===== src/rtl/rhythm_pkg.sv =====
// Shared result encodings and elaboration-time helpers for the rhythm judgement engine.
package rhythm_pkg;

  typedef enum logic [1:0] {
    RES_NONE    = 2'd0,
    RES_PERFECT = 2'd1,
    RES_GOOD    = 2'd2,
    RES_MISS    = 2'd3
  } res_e;

  function automatic int clog2(input int n);
    int r;
    r = 0;
    for (int v = 1; v < n; v = v * 2) begin
      r = r + 1;
    end
    return r;
  endfunction

endpackage


===== src/rtl/judge_note_fifo.sv =====
// Per-lane circular queue of expected note times; the head is the next note to grade.
module judge_note_fifo
  import rhythm_pkg::*;
#(
  parameter int DEPTH  = 4,
  parameter int TIME_W = 10,
  localparam int IW = (DEPTH > 1) ? clog2(DEPTH) : 1,
  localparam int CW = clog2(DEPTH) + 1
) (
  input  logic              clk_i,
  input  logic              rst_n_i,
  input  logic              clear_i,
  input  logic              push_i,
  input  logic              pop_i,
  input  logic [TIME_W-1:0] din_i,
  output logic [TIME_W-1:0] head_o,
  output logic              empty_o,
  output logic              full_o
);

  logic [TIME_W-1:0] mem_q [DEPTH];
  logic [IW-1:0]     wr_q, wr_d, rd_q, rd_d;
  logic [CW-1:0]     cnt_q, cnt_d;

  always_comb begin
    wr_d  = push_i ? ((wr_q == IW'(DEPTH - 1)) ? '0 : wr_q + IW'(1)) : wr_q;
    rd_d  = pop_i  ? ((rd_q == IW'(DEPTH - 1)) ? '0 : rd_q + IW'(1)) : rd_q;
    if (push_i && !pop_i) begin
      cnt_d = cnt_q + CW'(1);
    end else if (pop_i && !push_i) begin
      cnt_d = cnt_q - CW'(1);
    end else begin
      cnt_d = cnt_q;
    end
  end

  always_ff @(posedge clk_i or negedge rst_n_i) begin
    if (!rst_n_i) begin
      wr_q  <= '0;
      rd_q  <= '0;
      cnt_q <= '0;
      for (int i = 0; i < DEPTH; i++) begin
        mem_q[i] <= '0;
      end
    end else if (clear_i) begin
      wr_q  <= '0;
      rd_q  <= '0;
      cnt_q <= '0;
    end else begin
      wr_q  <= wr_d;
      rd_q  <= rd_d;
      cnt_q <= cnt_d;
      if (push_i) begin
        mem_q[wr_q] <= din_i;
      end
    end
  end

  assign head_o  = mem_q[rd_q];
  assign empty_o = (cnt_q == '0);
  assign full_o  = (cnt_q == CW'(DEPTH));

endmodule


===== src/rtl/rhythm_judge.sv =====
// Multi-lane rhythm judgement: per-lane note queues, hit edge grading into one-deep
// result slots, round-robin drain into a single judgement stream with score/combo.
module rhythm_judge
  import rhythm_pkg::*;
#(
  parameter int LANES       = 4,
  parameter int DEPTH       = 4,
  parameter int TIME_W      = 10,
  parameter int PERFECT_WIN = 2,
  parameter int GOOD_WIN    = 5,
  parameter int PERFECT_PTS = 3,
  parameter int GOOD_PTS    = 1,
  parameter int SCORE_W     = 11,
  parameter int COMBO_W     = 8,
  localparam int LW = (LANES > 1) ? clog2(LANES) : 1
) (
  input  logic               CLOCK50M,
  input  logic               RESET_N,
  input  logic               clear,
  input  logic [TIME_W-1:0]  game_time,
  input  logic               note_valid,
  input  logic [LW-1:0]      note_lane,
  input  logic [TIME_W-1:0]  note_time,
  output logic               note_ready,
  input  logic [LANES-1:0]   hit,
  output logic               judge_valid,
  output logic [LW-1:0]      judge_lane,
  output logic [1:0]         judge_result,
  output logic [SCORE_W-1:0] score,
  output logic [COMBO_W-1:0] combo,
  output logic [COMBO_W-1:0] max_combo,
  output logic [LANES-1:0]   lane_pending
);

  localparam int DW  = TIME_W + 2;
  localparam int SW1 = SCORE_W + 1;
  localparam logic signed [DW-1:0] PW_P = DW'(PERFECT_WIN);
  localparam logic signed [DW-1:0] GW_P = DW'(GOOD_WIN);
  localparam logic signed [DW-1:0] PW_N = -PW_P;
  localparam logic signed [DW-1:0] GW_N = -GW_P;

  logic [LANES-1:0]     hit_q, hit_req_q, hit_req_d;
  logic [LANES-1:0]     push_s, pop_s, empty_s, full_s;
  res_e                 slot_q [LANES];
  res_e                 slot_d [LANES];
  logic [TIME_W-1:0]    head_s [LANES];
  logic signed [DW-1:0] d_s    [LANES];
  logic [LW-1:0]        ptr_q, ptr_d, grant_lane_s, cand_s;
  logic                 grant_s;
  res_e                 grant_res_s;
  int                   idx_s;
  logic [SW1-1:0]       pts_s, score_sum_s;
  logic [SCORE_W-1:0]   score_q, score_d;
  logic [COMBO_W-1:0]   combo_q, combo_d, max_combo_q, max_combo_d;
  logic                 judge_valid_q;
  logic [LW-1:0]        judge_lane_q;
  res_e                 judge_result_q;

  assign note_ready = !full_s[note_lane];

  for (genvar l = 0; l < LANES; l++) begin : g_lane
    assign push_s[l] = note_valid && note_ready && !clear && (note_lane == LW'(l));
    assign d_s[l]    = $signed({2'b00, game_time}) - $signed({2'b00, head_s[l]});
    judge_note_fifo #(.DEPTH(DEPTH), .TIME_W(TIME_W)) u_fifo (
      .clk_i(CLOCK50M), .rst_n_i(RESET_N), .clear_i(clear),
      .push_i(push_s[l]), .pop_i(pop_s[l]), .din_i(note_time),
      .head_o(head_s[l]), .empty_o(empty_s[l]), .full_o(full_s[l])
    );
  end

  // Round-robin pick of the first full slot at or after the pointer.
  always_comb begin
    grant_s      = 1'b0;
    grant_lane_s = '0;
    idx_s        = 0;
    cand_s       = '0;
    for (int i = 0; i < LANES; i++) begin
      idx_s = int'(ptr_q) + i;
      if (idx_s >= LANES) begin
        idx_s = idx_s - LANES;
      end else begin
        idx_s = idx_s;
      end
      cand_s = LW'(idx_s);
      if (!grant_s && (slot_q[cand_s] != RES_NONE)) begin
        grant_s      = 1'b1;
        grant_lane_s = cand_s;
      end else begin
        grant_s      = grant_s;
      end
    end
    grant_res_s = grant_s ? slot_q[grant_lane_s] : RES_NONE;
    if (grant_s) begin
      ptr_d = (grant_lane_s == LW'(LANES - 1)) ? '0 : grant_lane_s + LW'(1);
    end else begin
      ptr_d = ptr_q;
    end
  end

  // Grade each lane's head note while its result slot is empty; late notes miss first.
  always_comb begin
    pop_s     = '0;
    hit_req_d = hit_req_q | (hit & ~hit_q);
    for (int l = 0; l < LANES; l++) begin
      slot_d[l] = slot_q[l];
      if (grant_s && (grant_lane_s == LW'(l))) begin
        slot_d[l] = RES_NONE;
      end else if (slot_q[l] != RES_NONE) begin
        slot_d[l] = slot_q[l];
      end else if (empty_s[l]) begin
        hit_req_d[l] = 1'b0;
      end else if (d_s[l] > GW_P) begin
        pop_s[l]  = 1'b1;
        slot_d[l] = RES_MISS;
      end else if (hit_req_d[l]) begin
        hit_req_d[l] = 1'b0;
        if ((d_s[l] >= PW_N) && (d_s[l] <= PW_P)) begin
          pop_s[l]  = 1'b1;
          slot_d[l] = RES_PERFECT;
        end else if (d_s[l] >= GW_N) begin
          pop_s[l]  = 1'b1;
          slot_d[l] = RES_GOOD;
        end else begin
          pop_s[l]  = 1'b0;
        end
      end else begin
        slot_d[l] = RES_NONE;
      end
    end
  end

  // Saturating score and combo for the granted judgement.
  always_comb begin
    pts_s       = (grant_res_s == RES_PERFECT) ? SW1'(PERFECT_PTS) : SW1'(GOOD_PTS);
    score_sum_s = {1'b0, score_q} + pts_s;
    score_d     = (score_sum_s > {1'b0, {SCORE_W{1'b1}}}) ? {SCORE_W{1'b1}} : score_sum_s[SCORE_W-1:0];
    combo_d     = (&combo_q) ? combo_q : combo_q + COMBO_W'(1);
    max_combo_d = (combo_d > max_combo_q) ? combo_d : max_combo_q;
  end

  // Lane state, arbiter pointer and registered judgement outputs.
  always_ff @(posedge CLOCK50M or negedge RESET_N) begin
    if (!RESET_N) begin
      hit_q          <= '1;
      hit_req_q      <= '0;
      slot_q         <= '{default: RES_NONE};
      ptr_q          <= '0;
      judge_valid_q  <= 1'b0;
      judge_lane_q   <= '0;
      judge_result_q <= RES_NONE;
      score_q        <= '0;
      combo_q        <= '0;
      max_combo_q    <= '0;
    end else if (clear) begin
      hit_q          <= '1;
      hit_req_q      <= '0;
      slot_q         <= '{default: RES_NONE};
      ptr_q          <= '0;
      judge_valid_q  <= 1'b0;
      judge_lane_q   <= '0;
      judge_result_q <= RES_NONE;
      score_q        <= '0;
      combo_q        <= '0;
      max_combo_q    <= '0;
    end else begin
      hit_q          <= hit;
      hit_req_q      <= hit_req_d;
      slot_q         <= slot_d;
      ptr_q          <= ptr_d;
      judge_valid_q  <= grant_s;
      judge_lane_q   <= grant_lane_s;
      judge_result_q <= grant_res_s;
      if (grant_s && (grant_res_s == RES_MISS)) begin
        combo_q <= '0;
      end else if (grant_s) begin
        score_q     <= score_d;
        combo_q     <= combo_d;
        max_combo_q <= max_combo_d;
      end else begin
        combo_q <= combo_q;
      end
    end
  end

  assign judge_valid  = judge_valid_q;
  assign judge_lane   = judge_lane_q;
  assign judge_result = judge_result_q;
  assign score        = score_q;
  assign combo        = combo_q;
  assign max_combo    = max_combo_q;
  assign lane_pending = ~empty_s;

endmodule


===== config.mk =====
export PLATFORM = sky130hd
export DESIGN_NAME = rhythm_judge
export DESIGN_NICKNAME = d
export VERILOG_FILES = /design/src/rtl/rhythm_pkg.sv /design/src/rtl/judge_note_fifo.sv /design/src/rtl/rhythm_judge.sv
export SDC_FILE = /design/constraint.sdc
export NUM_CORES = 1
export LEC_CHECK = 0
export CAP_MARGIN = 5
export CORE_MARGIN = 4
export CORE_UTILIZATION = 25
export CTS_BUF_LIST = sky130_fd_sc_hd__clkbuf_2 sky130_fd_sc_hd__clkbuf_4 sky130_fd_sc_hd__clkbuf_8
export DETAILED_ROUTE_END_ITERATION = 8
export GPL_TIMING_DRIVEN = 0
export HOLD_SLACK_MARGIN = 0.06
export MAX_ROUTING_LAYER = met4
export PLACE_DENSITY_LB_ADDON = 0.25
export SLEW_MARGIN = 20
export SYNTH_ARGS = -nofsm -noshare
export SYNTH_HDL_FRONTEND = slang
export SYNTH_SLANG_ARGS = --single-unit
export TNS_END_PERCENT = 20

===== constraint.sdc =====
create_clock -name CLOCK50M -period 5.45 [get_ports CLOCK50M]
set_clock_uncertainty 0.1 [all_clocks]
set_input_delay 1.09 -clock CLOCK50M [delete_from_list [all_inputs] [get_ports CLOCK50M]]
set_output_delay 1.09 -clock CLOCK50M [all_outputs]
set_load 0.05 [all_outputs]

==> flow_metrics.env, run 1 <==
export IMPL_outcome="complete, no violations"
export IMPL_report_final_setup_viol=0
export IMPL_detail_route_iter0_violations=517
export IMPL_total_power_w=0.008061
export IMPL_path_class_of_the_lowest_slack_min_delay_path="in2async"
export IMPL_crit_path_max_incr_delay_ns=0.48
export IMPL_wire_per_inst_um=17.61
export IMPL_detail_route_vias_per_cell=4.738
export IMPL_finalCritPeriodShare=0.9636
export IMPL_synth_cells=1267
export IMPL_htree_num_levels=2
export IMPL_synthesis_area_per_instance_um2=11.19
export IMPL_detail_route_wirelength_mm=38.22
export IMPL_highest_net_fanout_along_the_worst_path=9
export IMPL_ff2ff_setup_slack_ns=0.23
export IMPL_critical_path_arrival_ns=5.62
export IMPL_summed_instance_area_of_the_synthesized_netlist_um2=14180
export IMPL_final_antenna_net_count=0
export IMPL_tightestPinTransition_ns=0.9015
export IMPL_cts_resized=2
export IMPL_max_cap_violations=0
export IMPL_nets=1500
export IMPL_timing_worst_setup_path_type="in2reg"
export IMPL_syn_nets=1388
export IMPL_io_buffers=63
export IMPL_dr_pass1_iters=5
export IMPL_area_growth_synth_to_final_pct=18.82
export IMPL_antenna_cells_inserted=0
export IMPL_final_max_slew_violation_count=0
export IMPL_floorplan_die_area_um2=60590
export IMPL_slowest_stage="fa_1"
export IMPL_fp_dieH_um=246.1
export IMPL_chipWidth_um=246.1
export IMPL_grt_pass1_vias=10525
export IMPL_dpl_instance_area_um2=15820
export IMPL_detail_route_drc_violations=0
export IMPL_grt_setup_unrepaired="yes"
export IMPL_timing_critical_path_required_ns=5.82
export IMPL_yosys_warnings=0
export IMPL_power_per_cell_area_nw_per_um2=478.5
export IMPL_number_of_flops_mapped_to_enable_cells_by_yosys=0
export IMPL_ir_worst_vdd_mv=0.2176
export IMPL_rows=87
export IMPL_synthArstFlopShare=1.000
export IMPL_global_route_overflow_total=0
export IMPL_placement_setup_worst_slack_ns=-0.6346
export IMPL_number_of_antenna_violations_at_the_first_check_in_global_routing=0
export IMPL_startpoint_type="primary input"
export IMPL_post_cts_buffers=0
export IMPL_post_route_cell_area_um2=16850
export IMPL_synth_flop_cell="dfrtp_1"
export IMPL_final_critical_path_setup_slack_ns=0.1983
export IMPL_pin_count_of_the_biggest_net_entering_global_routing=91
export IMPL_synth_seq_cells=238
export IMPL_post_route_cells_drive_above_1_share=0.2426
export IMPL_route_vias_total=10281
export IMPL_worstSetupEndpointType="register"
export IMPL_finalWeightedCongestion=0.8311
export IMPL_cts_max_path_buffers=3
export IMPL_power_static_leakage_nw=7.554
export IMPL_first_pass_grt_wire_length_mm=60.13
export IMPL_timing_critical_path_cells="clkdlybuf4s50_1, inv_2, ha_1, inv_1, fa_1, a211o_1, a2111oi_2, a211oi_2, a2111oi_2, a41oi_2, nor2_2, o2111ai_4, and2_1, fa_1, and4_1, a311oi_1, o41ai_1"
export IMPL_clock_sinks=238
export IMPL_io_pins=67
export IMPL_tritoncts="done"
export IMPL_cts_buffers_inserted=45
export IMPL_report_final_hold_viol_count=0
export IMPL_groute_usage_overall=0.1301
export IMPL_clkSlewWorstSetupHoldPaths_ns=0.06
export IMPL_post_route_core_utilization=0.2994
export IMPL_hpwl_mm=27.99
export IMPL_whs_ns=0.3716
export IMPL_core_um2=56280
export IMPL_max_clock_freq_mhz=190.4
export IMPL_insertion_delay_ns=0.62
export IMPL_root_driver="clkbuf_8"
export IMPL_slew_limit_headroom=0.3990
export IMPL_ys_types=80
export IMPL_portion_of_the_post_synthesis_area_used_by_sequential_elements=0.4204
export IMPL_start_util=0.2519
export IMPL_post_cts_hold_buffer_count=0
export IMPL_fin_crit_ns=5.252
## power by group
part | switching, W | leakage [nW] | total [W] | internal [W]
registers | 0.000184 | 3.20 | 0.00222 | 0.00203
clock network | 0.000799 | 0.528 | 0.00190 | 0.00110
logic | 0.00236 | 3.82 | 0.00394 | 0.00159
total | 0.00334 | 7.55 | 0.00806 | 0.00472
## critical path: cells and delay by family
kind                       cells  cell delay, ns
buffers and inverters          3            0.62
adders and majority gates      3            1.07
and+or+nand+nor                3            0.68
AOI/OAI and AO/OA              8            2.15
## cells in the final DEF (no fill, tap or decap), types with 8 or more instances in the layout
cell type and instances:
dfrtp_1 234, mux2_2 167, inv_1 99, nand2_1 83, ha_1 82, nor2_1 77
clkdlybuf4s50_1 61, clkbuf_8 55, a21oi_1 53, mux4_2 40, nand3_1 31, clkbuf_1 26
o21ai_0 26, clkbuf_4 20, mux2i_1 19, a22o_1 18, a21o_1 17, nor3_1 16
xnor2_1 15, nor2b_1 14, and3_1 12, o21ai_1 12, nand4_1 11, o31ai_1 10
xor2_1 10, or3_1 9, a31oi_1 9, fa_1 9, a211oi_1 8
## synthesized netlist by cell type, drive strengths merged, types with 12 or more instances
library cell | number | area [um^2]
mux2 | 167 | 1881
buf | 12 | 57.55
a21oi | 53 | 265.3
nand2 | 84 | 317.8
dfrtp | 234 | 5856
mux2i | 19 | 190.2
inv | 100 | 375.4
and3 | 12 | 75.07
a21o | 17 | 127.6
mux4 | 40 | 900.9
nand3 | 31 | 155.2
a22o | 18 | 157.7
clkbuf | 29 | 108.9
xnor2 | 15 | 131.4
nor3 | 16 | 80.08
nor2b | 14 | 87.58
ha | 82 | 1026
o21ai | 38 | 190.2
nor2 | 81 | 314.0
o31ai | 12 | 108.9
or2 | 12 | 75.08
## state kept, by name, summed over array words and instances, names as in the netlist
signal	count
combo	8
g_lane.u_fifo.cnt_q	12
g_lane.u_fifo.mem_q	160
g_lane.u_fifo.rd_q	8
g_lane.u_fifo.wr_q	8
hit_q	4
hit_req_q	4
judge_lane	2
judge_result	2
judge_valid	1
max_combo	8
ptr_q	2
score	11
slot_q	8
## layout make-up
cell class,instances,area (um^2)
fill,5785,39430
multi-input combinational,888,7700
sequential,238,5961
tap,756,945.9
clock buffer,75,907.1
timing repair buffer,65,693.2
inverter,100,375.4
buffer,41,183.9
clock inverter,7,81.33
## routing by layer
layer | vias up | routed length [um] | GRT usage | share of wire
met1 | 5147 | 17800 | 0.1683 | 0.47
met5 | - | 0 | - | 0
met3 | 68 | 1343 | 0.02427 | 0.035
li1 | 4902 | - | - | -
met4 | 0 | 1081 | 0.04272 | 0.028
met2 | 164 | 17990 | 0.2067 | 0.47
## path summary, 6_finish.rpt
| kind | cells past startpoint | start | to |
|---|---|---|---|
| hold reg to reg | 1 | g_lane[3].u_fifo.cnt_q[0] | g_lane[3].u_fifo.cnt_q[0] |
| hold / removal | 1 | RESET_N | g_lane[3].u_fifo.mem_q[11] |
| max in group asynchronous | 2 | RESET_N | hit_q[1] |
| min in group CLOCK50M | 1 | g_lane[3].u_fifo.cnt_q[0] | g_lane[3].u_fifo.cnt_q[0] |
| setup / recovery | 17 | game_time[0] | g_lane[2].u_fifo.cnt_q[2] |
| setup reg to reg | 16 | g_lane[2].u_fifo.rd_q[0] | g_lane[2].u_fifo.cnt_q[2] |
## through the flow
stage / TNS (ns) / std cells
3_3_place_gp: -1756.97 / 2086
3_5_place_dp: -2.146 / 2088
6_report: 0 / 2170
2_1_floorplan: 0 / 1267
5_1_grt: -0.09967 / 2170
4_1_cts: 0 / 2170
## kinds of logic (layout without fill, tap and decap cells)
| logic type | count (synthesis) | count (layout) | synth area share |
|---|---|---|---|
| simple gates | 305 | 305 | 0.1048 |
| compound gates | 241 | 241 | 0.1265 |
| flops | 238 | 238 | 0.4204 |
| mux | 226 | 226 | 0.2096 |
| buf+inv | 141 | 288 | 0.03821 |
| fa+ha+maj | 91 | 91 | 0.08507 |
| xor+xnor | 25 | 25 | 0.01544 |
Note: power is estimated with default switching activity, not from simulation.
==> run 2: changes to the inputs <==
CORE_MARGIN = unset   (was 4)
==> flow_metrics.env, run 2 (synthesis results as in run 1) <==
export IMPL_max_clock_freq_mhz=189.0
export IMPL_timing_worst_setup_path_type="in2reg"
export IMPL_layout_cells_most_common_list="dfrtp_1, mux2_2, inv_1, nand2_1, ha_1"
export IMPL_critical_path_arrival_ns=5.67
export IMPL_detail_route_wirelength_mm=38.50
export IMPL_grt_setup_unrepaired="yes"
export IMPL_slowest_stage="fa_1"
export IMPL_finalCritPeriodShare=0.9709
export IMPL_cp_top_family="compound AO/OA/AOI/OAI gates"
export IMPL_post_route_cells_drive_above_1_share=0.2394
export IMPL_tightestPinTransition_ns=0.8976
export IMPL_multi_input_comb_area_um2=7712
export IMPL_pwr_share_seq=0.276
export IMPL_insertion_delay_ns=0.62
export IMPL_seqCellArea_um2=5961
export IMPL_worstSetupEndpointType="register"
export IMPL_detail_route_drc_violations=0
export IMPL_htree_num_levels=2
export IMPL_max_cap_violations=0
export IMPL_ff2ff_path_depth=16
export IMPL_root_driver="clkbuf_8"
export IMPL_dpl_instance_area_um2=15810
export IMPL_pwr_share_clk=0.233
export IMPL_report_final_hold_viol_count=0
export IMPL_highest_net_fanout_along_the_worst_path=9
export IMPL_sw_frac=0.4178
export IMPL_wire_per_inst_um=17.81
export IMPL_layout_commonest_cell="dfrtp_1"
export IMPL_netSwitchingPower_w=0.003363
export IMPL_dp_cells=2080
export IMPL_stdcell_count=2161
export IMPL_core_um2=55520
export IMPL_pin_count_of_the_biggest_net_entering_global_routing=96
export IMPL_ff2ff_setup_slack_ns=0.22
export IMPL_nets=1500
export IMPL_post_route_cell_area_um2=16850
export IMPL_io_pins=67
export IMPL_number_of_antenna_violations_at_the_first_check_in_global_routing=1
export IMPL_post_cts_hold_buffer_count=0
export IMPL_cts_buffers_inserted=45
export IMPL_startpoint_type="primary input"
export IMPL_whs_ns=0.3985
export IMPL_p_int_w=0.004686
export IMPL_grt_pass1_vias=10487
export IMPL_crit_path_max_incr_delay_ns=0.48
export IMPL_report_final_setup_viol=0
export IMPL_fp_dieH_um=240.1
export IMPL_io_buffers=63
export IMPL_fin_crit_ns=5.292
export IMPL_timing_critical_path_required_ns=5.82
export IMPL_crit_buf_inv=3
export IMPL_post_cts_buffers=0
export IMPL_floorplan_die_area_um2=57670
export IMPL_groute_usage_overall=0.1418
export IMPL_ir_worst_vdd_mv=0.1485
export IMPL_total_power_w=0.008049
export IMPL_clock_sinks=238
export IMPL_global_route_overflow_total=0
export IMPL_final_max_slew_violation_count=0
export IMPL_power_static_leakage_nw=7.556
export IMPL_cts_max_path_buffers=3
export IMPL_path_class_of_the_lowest_slack_min_delay_path="in2async"
export IMPL_slew_limit_headroom=0.4016
export IMPL_tritoncts="done"
export IMPL_path_depth=17
export IMPL_power_per_cell_area_nw_per_um2=477.7
export IMPL_detail_route_iter0_violations=473
export IMPL_dr_pass1_iters=7
export IMPL_rows=86
export IMPL_cts_resized=9
export IMPL_final_fill_count=5778
export IMPL_outcome="complete, no violations"
export IMPL_detail_route_vias_per_cell=4.750
export IMPL_route_vias_total=10264
export IMPL_clkSlewWorstSetupHoldPaths_ns=0.06
export IMPL_post_route_core_utilization=0.3035
export IMPL_final_antenna_net_count=0
export IMPL_area_growth_synth_to_final_pct=18.84
export IMPL_combinationalPowerShare=0.491
export IMPL_first_pass_grt_wire_length_mm=61.20
export IMPL_chipWidth_um=240.1
export IMPL_top_register="g_lane.u_fifo.mem_q"
export IMPL_start_util=0.2554
export IMPL_hpwl_mm=28.20
export IMPL_largest_reg_flops=160
export IMPL_timing_critical_path_cells="clkdlybuf4s50_1, inv_1, ha_1, inv_1, fa_1, a211o_1, a2111oi_2, a211oi_2, a2111oi_2, a41oi_1, nor2_2, o2111ai_4, and2_1, fa_1, and4_1, a311oi_1, o41ai_1"
export IMPL_finalWeightedCongestion=0.8355
## run 2: path summary, 6_finish.rpt
path | startpoint | end
max in group asynchronous | RESET_N | g_lane[1].u_fifo.mem_q[28]
min in group CLOCK50M | g_lane[3].u_fifo.mem_q[19] | g_lane[3].u_fifo.mem_q[19]
min | RESET_N | g_lane[3].u_fifo.mem_q[35]
min reg2reg | g_lane[3].u_fifo.mem_q[19] | g_lane[3].u_fifo.mem_q[19]
max | game_time[0] | g_lane[2].u_fifo.cnt_q[2]
max reg2reg | g_lane[2].u_fifo.rd_q[0] | g_lane[2].u_fifo.cnt_q[2]
## run 2: per-layer routing
layer	GRT usage	up-vias	share of wire
li1	-	4893	-
met4	0.03513	0	0.018
met1	0.1881	5180	0.48
met5	-	-	0
met2	0.2228	136	0.47
met3	0.02572	55	0.032
## run 2: area by class of cell
class,instances,share of cell area
repair buffers,65,0.04129
flip-flops and latches,238,0.3538
multi-input cells,888,0.4577
diodes,1,0.0001485
clock inverters,8,0.004084
plain buffers,41,0.01121
well taps,748,0.05554
inverters,100,0.02228
clock buffers,72,0.05398
## run 2: per-stage QoR
step	TNS (ns)	worst slack, ns
2_1_floorplan	0	0.5297
3_3_place_gp	-1751.11	-7.429
3_5_place_dp	-1.908	-0.6547
4_1_cts	0	0.01493
5_1_grt	-0.06076	-0.05637
6_report	0	0.1583
## run 2: worst reg2reg max path: stages, from the launching register on
cell and delay, ns:
dfrtp_1 0.46, buf_6 0.22, mux4_2 0.51, inv_1 0.15
ha_1 0.31, a211o_1 0.40, a2111oi_2 0.35, a211oi_2 0.09
a2111oi_2 0.41, a41oi_1 0.28, nor2_2 0.20, o2111ai_4 0.23
and2_1 0.28, fa_1 0.48, and4_1 0.21, a311oi_1 0.25
o41ai_1 0.12
## run 2: power groups by stage
stage	Combinational [W]	Clock [W]	Sequential [W]
2_1_floorplan	0.00283	0	0.00231
3_3_place_gp	0.00386	0	0.00224
3_5_place_dp	0.00392	0	0.00225
4_1_cts	0.00394	0.00194	0.00222
5_1_grt	0.00440	0.00203	0.00226
6_report	0.00396	0.00188	0.00222
==> run 3: changes to the inputs <==
CORE_ASPECT_RATIO = 2   (was unset)
CTS_BUF_LIST = unset   (was sky130_fd_sc_hd__clkbuf_2 sky130_fd_sc_hd__clkbuf_4 sky130_fd_sc_hd__clkbuf_8)
REMOVE_ABC_BUFFERS = 1   (was unset)
==> flow_metrics.env, run 3 (synthesis results as in run 1) <==
export IMPL_slowest_stage="fa_1"
export IMPL_start_util=0.2524
export IMPL_detail_route_wirelength_mm=37.56
export IMPL_whs_ns=0.3803
export IMPL_largest_reg_flops=160
export IMPL_detail_route_drc_violations=0
export IMPL_tritoncts="done"
export IMPL_antenna_cells_inserted=0
export IMPL_clkSlewWorstSetupHoldPaths_ns=0.07
export IMPL_chipWidth_um=170.4
export IMPL_final_max_slew_violation_count=0
export IMPL_fp_dieH_um=338.8
export IMPL_worstSetupEndpointType="register"
export IMPL_timing_worst_setup_path_type="in2reg"
export IMPL_final_fill_count=5761
export IMPL_hpwl_mm=27.80
export IMPL_nets=1445
export IMPL_rows=123
export IMPL_finalCritPeriodShare=0.9672
export IMPL_report_final_setup_viol=0
export IMPL_root_driver="clkbuf_16"
export IMPL_combinationalPowerShare=0.497
export IMPL_layout_commonest_cell="dfrtp_1"
export IMPL_power_static_leakage_nw=7.337
export IMPL_outcome="complete, no violations"
export IMPL_number_of_antenna_violations_at_the_first_check_in_global_routing=1
export IMPL_max_clock_freq_mhz=189.7
export IMPL_path_class_of_the_lowest_slack_min_delay_path="reg2reg"
export IMPL_pwr_share_seq=0.288
export IMPL_p_int_w=0.004575
export IMPL_htree_num_levels=1
export IMPL_max_cap_violations=0
export IMPL_wire_per_inst_um=17.98
export IMPL_detail_route_iter0_violations=288
export IMPL_core_um2=56170
export IMPL_detail_route_vias_per_cell=4.785
export IMPL_sw_frac=0.4172
export IMPL_dpl_instance_area_um2=15710
export IMPL_cts_max_path_buffers=3
export IMPL_crit_path_max_incr_delay_ns=0.48
export IMPL_cp_top_family="compound AO/OA/AOI/OAI gates"
export IMPL_critical_path_arrival_ns=5.55
export IMPL_groute_usage_overall=0.1359
export IMPL_highest_net_fanout_along_the_worst_path=9
export IMPL_report_final_hold_viol_count=0
export IMPL_clock_sinks=238
export IMPL_pwr_share_clk=0.215
export IMPL_first_pass_grt_wire_length_mm=58.26
export IMPL_netSwitchingPower_w=0.003275
export IMPL_timing_critical_path_cells="clkdlybuf4s50_1, clkinvlp_4, ha_1, inv_1, fa_1, a211o_1, a2111oi_2, a211oi_2, a2111oi_4, a41oi_2, nor2_2, o2111ai_4, and2_1, fa_1, and4_1, a311oi_1, o41ai_1"
export IMPL_insertion_delay_ns=0.54
export IMPL_fin_crit_ns=5.271
export IMPL_global_route_overflow_total=0
export IMPL_tightestPinTransition_ns=0.8087
export IMPL_finalWeightedCongestion=0.8107
export IMPL_grt_setup_unrepaired="yes"
export IMPL_post_route_cells_drive_above_1_share=0.2218
export IMPL_ir_worst_vdd_mv=0.2114
export IMPL_final_antenna_net_count=0
export IMPL_grt_pass1_vias=10302
export IMPL_slew_limit_headroom=0.4589
export IMPL_layout_cells_most_common_list="dfrtp_1, mux2_2, inv_1, nand2_1, ha_1"
export IMPL_dp_cells=2047
export IMPL_io_pins=67
export IMPL_stdcell_count=2089
export IMPL_power_per_cell_area_nw_per_um2=473.6
export IMPL_top_register="g_lane.u_fifo.mem_q"
export IMPL_floorplan_die_area_um2=57730
export IMPL_startpoint_type="primary input"
export IMPL_route_vias_total=9996
export IMPL_post_route_cell_area_um2=16570
export IMPL_crit_buf_inv=3
export IMPL_timing_critical_path_required_ns=5.73
export IMPL_cts_buffers_inserted=23
export IMPL_crit_path_frequent_cell="fa_1"
export IMPL_area_growth_synth_to_final_pct=16.90
export IMPL_pin_count_of_the_biggest_net_entering_global_routing=96
export IMPL_dr_pass1_iters=4
export IMPL_io_buffers=66
export IMPL_post_route_core_utilization=0.2951
==> run 3: path summary, 6_finish.rpt <==
path / cells past startpoint / from / slack, ns / endpoint
max: 17 / game_time[0] / 0.18 / g_lane[2].u_fifo.cnt_q[2]
max reg2reg: 16 / g_lane[2].u_fifo.rd_q[1] / 0.29 / g_lane[2].u_fifo.cnt_q[2]
min reg2reg: 1 / g_lane[3].u_fifo.cnt_q[0] / 0.38 / g_lane[3].u_fifo.cnt_q[0]
max in group asynchronous: 3 / RESET_N / 3.47 / g_lane[0].u_fifo.rd_q[0]
min: 1 / g_lane[3].u_fifo.cnt_q[0] / 0.38 / g_lane[3].u_fifo.cnt_q[0]
min in group asynchronous: 1 / RESET_N / 0.41 / g_lane[2].u_fifo.mem_q[21]
==> run 3: routing by layer <==
layer / routed length [um] / part of all wire / track usage
met5: 0 / 0 / -
met3: 917 / 0.024 / 0.01156
met1: 13720 / 0.37 / 0.1315
met2: 21070 / 0.56 / 0.2644
met4: 1855 / 0.049 / 0.06456
==> run 3: final cells by class <==
type / count / area [um^2] / share of cell area
clock buffers: 30 / 661.9 / 0.03993
clock inverters: 10 / 117.6 / 0.007096
inverters: 100 / 379.1 / 0.02287
multi-input cells: 888 / 7750 / 0.4676
flip-flops and latches: 238 / 5964 / 0.3599
well taps: 750 / 938.4 / 0.05662
repair buffers: 73 / 763.2 / 0.04605
==> run 3: what timing repair did <==
item	CTS	global route
pin swaps	0	1
resized for setup	5	9
setup buffers	0	2
hold buffers	0	0
setup endpoints to repair	2	3
==> run 3: power by group through the flow <==
stage,registers [W],clock network (W),logic [W]
2_1_floorplan,0.00234,0,0.00273
3_3_place_gp,0.00229,0,0.00376
3_5_place_dp,0.00230,0,0.00386
4_1_cts,0.00227,0.00176,0.00388
5_1_grt,0.00231,0.00181,0.00430
6_report,0.00226,0.00168,0.00390
==> run 3: worst register-to-register path, delay by kind of cell, from the launching register on <==
kind / cells / cell delay [ns]
buffers and inverters: 1 / 0.07
adders and majority gates: 3 / 1.07
DFF: 1 / 0.73
and+or+nand+nor: 3 / 0.69
AOI/OAI and AO/OA: 8 / 1.99
muxes: 1 / 0.33
==> run 3: stage by stage <==
step / total power, W / setup WS [ns] / TNS (ns)
global placement: 0.006050 / -7.219 / -1822.74
CTS: 0.007909 / 0.01946 / 0
finish: 0.007850 / 0.1787 / 0
floorplan: 0.005073 / 0.5914 / 0
detailed placement: 0.006167 / -0.6743 / -2.306
global route: 0.008417 / -0.07367 / -0.07367
